`src/rtl/vga_scroll_pattern_gen.sv`:
```
// vga_scroll_pattern_gen: scrolling stripe/checker/diagonal test pattern with registered, aligned syncs.
// Optional square-wave tone output when STRIPES_AUDIO_EN is defined.
module vga_scroll_pattern_gen #(
  parameter int unsigned OFFSET_W = 10,
  parameter int unsigned SPEED_W  = 4,
  parameter int unsigned FRAME_W  = 8,
  parameter int unsigned R_BIT    = 5,
  parameter int unsigned G_BIT    = 6,
  parameter int unsigned B_BIT    = 7,
  parameter int unsigned Y_LO     = 2,
  parameter int unsigned Y_HI     = 5,
  parameter int unsigned SYNC_POL = 0,
  parameter int unsigned TONE_W   = 16
) (
  input  logic               clk,
  input  logic               reset,
  input  logic               hsync_in,
  input  logic               vsync_in,
  input  logic               display_on,
  input  logic [9:0]         pix_x,
  input  logic [9:0]         pix_y,
  input  logic [SPEED_W-1:0] speed,
  input  logic               dir,
  input  logic               pause,
  input  logic [1:0]         mode,
  output logic [1:0]         R,
  output logic [1:0]         G,
  output logic [1:0]         B,
  output logic               hsync_out,
  output logic               vsync_out,
  output logic [FRAME_W-1:0] frame_cnt,
  output logic               sound
);

  localparam logic SYNC_ACT = 1'(SYNC_POL);

  if (OFFSET_W < 10 || R_BIT < 1 || G_BIT < 1 || B_BIT < 1 || B_BIT >= OFFSET_W ||
      G_BIT >= OFFSET_W || R_BIT >= OFFSET_W || Y_LO > 9 || Y_HI > 9 || B_BIT > 9 ||
      TONE_W < 1) begin : g_param_check
    $error("vga_scroll_pattern_gen: illegal parameter combination");
  end

  logic [OFFSET_W-1:0] offset;
  logic [1:0]          mode_l;
  logic                vsync_d;
  logic                frame_tick;
  logic [OFFSET_W-1:0] mx, my, dd, speed_ext;
  logic [1:0]          r_c, g_c, b_c;
  logic                chk_c;

  // Frame start is the edge of vsync into its active level, seen in the pixel clock domain.
  assign frame_tick = (vsync_in == SYNC_ACT) && (vsync_d != SYNC_ACT);
  assign vsync_out  = vsync_d;
  assign speed_ext  = OFFSET_W'(speed);

  // Moving coordinates; the offset register already carries the scroll direction.
  always_comb begin
    mx    = OFFSET_W'(pix_x) + offset;
    my    = OFFSET_W'(pix_y) + offset;
    dd    = OFFSET_W'(pix_x) + OFFSET_W'(pix_y) + offset;
    chk_c = mx[B_BIT] ^ pix_y[B_BIT];
    r_c   = 2'b00;
    g_c   = 2'b00;
    b_c   = 2'b00;
    if (display_on) begin
      case (mode_l)
        2'd0: begin
          r_c = {mx[R_BIT], pix_y[Y_LO]};
          g_c = {mx[G_BIT], pix_y[Y_LO]};
          b_c = {mx[B_BIT], pix_y[Y_HI]};
        end
        2'd1: begin
          r_c = {my[R_BIT], pix_x[Y_LO]};
          g_c = {my[G_BIT], pix_x[Y_LO]};
          b_c = {my[B_BIT], pix_x[Y_HI]};
        end
        2'd2: begin
          r_c = {chk_c, chk_c};
          g_c = {chk_c, chk_c};
          b_c = {chk_c, chk_c};
        end
        default: begin
          r_c = {dd[R_BIT], dd[R_BIT-1]};
          g_c = {dd[G_BIT], dd[G_BIT-1]};
          b_c = {dd[B_BIT], dd[B_BIT-1]};
        end
      endcase
    end
  end

  // Pixel pipeline, sync delay and per-frame state.
  always_ff @(posedge clk or posedge reset) begin
    if (reset) begin
      R         <= 2'b00;
      G         <= 2'b00;
      B         <= 2'b00;
      hsync_out <= ~SYNC_ACT;
      vsync_d   <= ~SYNC_ACT;
      offset    <= '0;
      mode_l    <= 2'b00;
      frame_cnt <= '0;
    end else begin
      R         <= r_c;
      G         <= g_c;
      B         <= b_c;
      hsync_out <= hsync_in;
      vsync_d   <= vsync_in;
      if (frame_tick) begin
        mode_l    <= mode;
        frame_cnt <= frame_cnt + FRAME_W'(1);
        if (!pause)
          offset <= dir ? (offset - speed_ext) : (offset + speed_ext);
      end
    end
  end

`ifdef STRIPES_AUDIO_EN
  logic [SPEED_W-1:0] speed_l;
  logic               pause_l;
  logic [TONE_W-1:0]  acc;

  // Tone pitch follows the scroll speed latched at frame start; silent while paused.
  always_ff @(posedge clk or posedge reset) begin
    if (reset) begin
      speed_l <= '0;
      pause_l <= 1'b0;
      acc     <= '0;
      sound   <= 1'b0;
    end else begin
      if (frame_tick) begin
        speed_l <= speed;
        pause_l <= pause;
      end
      if (pause_l) begin
        sound <= 1'b0;
      end else begin
        acc   <= acc + TONE_W'(speed_l) + TONE_W'(1);
        sound <= acc[TONE_W-1];
      end
    end
  end
`else
  assign sound = 1'b0;
`endif

endmodule
```
`config.mk`:
```
export PLATFORM = sky130hd
export DESIGN_NAME = vga_scroll_pattern_gen
export DESIGN_NICKNAME = d
export VERILOG_FILES = /design/src/rtl/vga_scroll_pattern_gen.sv
export SDC_FILE = /design/constraint.sdc
export NUM_CORES = 1
export LEC_CHECK = 0
export ABC_AREA = 1
export CAP_MARGIN = 30
export CORE_MARGIN = 3
export CORE_UTILIZATION = 35
export CTS_BUF_LIST = sky130_fd_sc_hd__clkbuf_4 sky130_fd_sc_hd__clkbuf_8
export DETAILED_ROUTE_END_ITERATION = 10
export PLACE_DENSITY = 0.57
export SETUP_SLACK_MARGIN = 0.3
export SLEW_MARGIN = 20
export SYNTH_ARGS = -nofsm -noshare
export SYNTH_HDL_FRONTEND = slang
export SYNTH_SLANG_ARGS = --single-unit
```
`constraint.sdc`:
```
create_clock -name clk -period 2.54 [get_ports clk]
set_clock_uncertainty 0.15 [all_clocks]
set_input_delay 0.254 -clock clk [delete_from_list [all_inputs] [get_ports clk]]
set_output_delay 0.254 -clock clk [all_outputs]
set_load 0.02 [all_outputs]
```
[After elaboration in Yosys (flattened, before gate mapping)]
Index checks and enable logic that the tools add are counted.
Storage, ports and cells
  flip-flop bits (word level): 28
  input bits: 33
  logic and storage cells: 30
Operators by class
  $add $sub $neg: 7
  eq/ne operators: 2
  mux-type cells: 7
  bitwise operators: 3
  reduce and logical (&&, ||, !) cells: 3
Operators with widths (number)
  $add A8 B8 Y8: 4
  $pmux W2 S3: 3
  $add A10 B4 Y10: 1
  $mux W10: 1
  $sub A10 B4 Y10: 1
  $add A8 B1 Y8 const B: 1
  $mux W2: 3
  $eq A2 B1 Y1 const B: 1
  $eq A2 B2 Y1 const B: 1
  $logic_not A2 Y1: 1
  $not A1 Y1: 2
  $reduce_and A2 Y1: 1
  $logic_and A1 B1 Y1: 1
  $xor A1 B1 Y1: 1

[Depth between registers and ports, before layout]
  depth after elaboration: 4
  mapped depth: 13
  mapped depth without buffers: 13

[Worst setup path after synthesis]
Ideal clock, no wire load.
  path kind: reg-to-reg
  start: register offset[3]
  end: register B[0]
  arrival time: 1.930 ns
  data required time: 2.261 ns
  path slack: 0.332 ns
  stages on the path, launching flop included: 13
  buffers on the path: 0
  period minus slack after synthesis: 2.208 ns
  cells stage by stage: dfrtp_1 inv_1 fa_1 inv_1 ha_1 nand2_1 a21oi_1 a211oi_1 nand2_1 nand2_1 nand3_1 nand2_1 a21oi_1
Between the ends
  word-level cells in the longest chain between the ends: 4
  elaborated cells on any way between the ends: 5
  those cells by class: 2 x add/sub; 2 x mux; 1 x bitwise
Ends and longest elaborated chain
  start: declaration: line 43  | logic [OFFSET_W-1:0] offset;
  start signal: assignment: line 112  | offset <= dir ? (offset - speed_ext) : (offset + speed_ext);
  $add A8 B8 Y8: line 58  | mx = OFFSET_W'(pix_x) + offset;
  $xor A1 B1 Y1: line 61  | chk_c = mx[B_BIT] ^ pix_y[B_BIT];
  $pmux W2 S3 (*): line 66  | case (mode_l)
  $mux W2 (*): line 65  | if (display_on) begin
  named net b_c[0]: line 48  | logic [1:0] r_c, g_c, b_c;
  end signal: assignment: line 96  | B <= 2'b00;
  end signal: assignment: line 105  | B <= b_c;
  end: declaration: line 28  | output logic [1:0] B,
The timed path passes the listed nets; every way through them passes the cells marked *.
A chain may end at the register's enable or synchronous reset.

[Worst setup path in the final report]
  start: input pix_x[5]
  end: register B[1]
Between the ends
  word-level cells in the longest chain between the ends: 4
  elaborated cells on any way between the ends: 6
  those cells by class: 3 x add/sub; 2 x mux; 1 x bitwise
Ends and longest elaborated chain
  start: declaration: line 20  | input logic [9:0] pix_x,
  $add A8 B8 Y8 (on tied branches): line 60, 58
  $add A8 B8 Y8 or $xor A1 B1 Y1 (tied branches): line 60, 61
  $pmux W2 S3 (*): line 66
  $mux W2 (*): line 65
  named net b_c[1]: line 48
Marked as above.

==> metrics <==
Core Box Area 0.006604 sq mm; crit path kind in -> reg; CTS Root Buffer Type clkbuf_8; YS warnings 0; P&R area growth vs syn 43.97%; vias in the first global route 2423; maximum VDD drop 365.7 uV; io pins 50; share of cells above drive strength 1 0.2464; # rows 29; routability cong. 0.8243; setup violators final 0; filler cell count in the final layout 649; top cells by count, synth nand2_1, inv_1, ha_1; MaxCap Viol Count 0; GRT Overall Usage 0.1544; Cells after Synth 340; Routed WL 6209 um; dpl hpwl 5002 um; Die Area 0.008101 sq mm; Yosys top cell area share 0.2432; first-pass GRT wire length 10560 um; DR iter-0 viols 95; most common flop cell mapped by yosys dfrtp_1; drt pass-1 iters 4; Avg Cell Area, Syn 7.264 sq um; placed instance area 0.003213 sq mm; Yosys cell types 40; post-synthesis sequential area ratio 0.2644; Pwr Density 1041 mW/mm^2; DR vias/cell 4.759; Worst-path clk slew 0.10 ns; final setup TNS 0 ns; Detail Route Antenna Nets 0; cell taking the most area after synthesis dfrtp_1; non-filler cells, final 511; final period utilization 0.8620; routed via count 2432; Hold Path Class in -> async; FF+latch count, synth 26; Cell Area, Synth 0.002470 sq mm; # clock sinks 26; # placed instances 501; largest net degree at the start of global routing 27; Ant. Diodes 0; fmax 456.7 MHz; Die W 90.01 um; TritonCTS clock tree done; final hold vios 0; initial antenna violation count 0; fin crit period 2.189 ns; leakage 1.781 nW; wire length per cell 12.15 um; Critical Path AT 2.22 ns; DRC 0; syn_nets 408; H-tree depth 1; Worst-Skew Late Latency 0.28 ns; type of origin of the critical path primary input; data required time at the worst endpoint 2.57 ns; unrepaired setup endpoints after global routing yes; Starting Density 0.3740; NumNets Final 487; Inserted Clock Buffers 3; status completed; top cells by area, synth dfrtp_1, nand2_1, ha_1, inv_1, fa_1; EDFF count, synth 0; GRT overflow 0; fin area 0.003556 sq mm; Post-synth ARST share 1.000; port bufs 44; top-count cell post-synth nand2_1; crit-path max FO 3; fin. max-slew vios 0; Bufs on Longest Clock Path 2; DIE HEIGHT 90.01 um; crit end category flop
-- placed cells by master, fill, tap and decap left out, types with 3 or more instances in the layout --
cell / netlist / final
a21oi_1: 18 / 10
a21oi_2: 1 / 8
buf_4: 1 / 32
clkbuf_8: 0 / 3
clkdlybuf4s50_1: 0 / 34
clkinv_1: 3 / 3
dfrtp_1: 24 / 22
dlygate4sd2_1: 0 / 10
fa_1: 7 / 7
ha_1: 28 / 18
ha_4: 0 / 9
inv_1: 50 / 45
inv_2: 4 / 9
nand2_1: 100 / 84
nand2_2: 1 / 17
nand3_1: 19 / 16
nand3_2: 3 / 6
nand3b_1: 3 / 3
nand4_1: 10 / 10
nor2_1: 18 / 18
o21ai_0: 7 / 4
o21ai_1: 5 / 6
xnor2_1: 6 / 6
xor2_1: 9 / 9
-- sequential cells by signal, indices dropped and copies added, names as in the netlist --
signal	flops
R	2
offset	8
hsync_out	1
frame_cnt	8
G	2
mode_l	2
B	2
vsync_out	1
-- metal layers --
layer,global-route usage,vias up,part of all wire
li1,-,1245,-
met1,0.1861,1131,0.43
met2,0.2869,48,0.52
met3,0.02170,8,0.038
met4,0.03827,0,0.013
met5,0,-,0
-- cell families (layout without fill, tap and decap cells) --
family | Yosys count | after routing | synth area share
flops | 26 | 26 | 0.2644
other cells | 1 | 1 | 0.001518
xor+xnor | 15 | 15 | 0.05319
compound gates | 40 | 40 | 0.09120
fa+ha+maj | 35 | 35 | 0.1986
simple gates | 163 | 163 | 0.2979
buf+inv | 60 | 138 | 0.09321
-- report_power, final --
| part | internal, mW | switching, mW | leakage, nW |
|---|---|---|---|
| Clock | 0.211 | 0.146 | 0.0357 |
| Sequential | 0.555 | 0.133 | 0.320 |
| Combinational | 1.24 | 1.42 | 1.43 |
| Total | 2.01 | 1.70 | 1.78 |
-- stage by stage --
step | total power [mW] | hold WS (ns) | util | worst slack (ns)
2_1_floorplan | 2.170 | 0.1085 | - | 0.3316
3_3_place_gp | 2.884 | 0.3118 | 0.4865 | -0.1996
3_5_place_dp | 2.925 | 0.3226 | 0.4865 | -0.2929
4_1_cts | 3.397 | 0.1837 | 0.5074 | 0.3010
5_1_grt | 4.083 | 0.2072 | 0.5385 | 0.2344
6_report | 3.701 | 0.1678 | 0.5385 | 0.3505
-- worst max-delay path: stages --
cell             delay, ns
clkdlybuf4s50_1       0.46
fa_1                  0.56
ha_4                  0.22
buf_4                 0.14
nand2_1               0.06
clkinv_1              0.08
nand3_1               0.10
nand3_2               0.07
nand2_1               0.07
nand2_1               0.05
nor2_1                0.10
nor2_1                0.05
-- worst paths after layout --
check | from | to | slack (ns) | cells after the start
max in group asynchronous | reset | vsync_out | 1.77 | 3
setup / recovery | pix_x[5] | B[1] | 0.35 | 12
setup reg to reg | offset[4] | B[0] | 0.37 | 10
min in group clk | hsync_in | hsync_out | 0.22 | 1
hold reg to reg | frame_cnt[7] | frame_cnt[7] | 0.33 | 1
hold / removal | reset | R[0] | 0.17 | 3
-- final cells by class --
cell class	count	area, sq um	area share
multi-input cells	254	1819	0.5116
repair buffers	77	679.4	0.1911
flip-flops and latches	26	655.6	0.1844
inverters	57	214.0	0.06017
well taps	93	116.4	0.03272
clock buffers	3	41.29	0.01161
clock inverters	1	30.03	0.008445
-- repair_timing --
item                                    in CTS  in global routing
endpoints found under the setup margin      10                  9
resized for setup                           23                 43
pin swaps                                   15                 21
hold buffers                                 0                  0
setup buffers                                3                  3
Power figures use the tool's default switching activity.
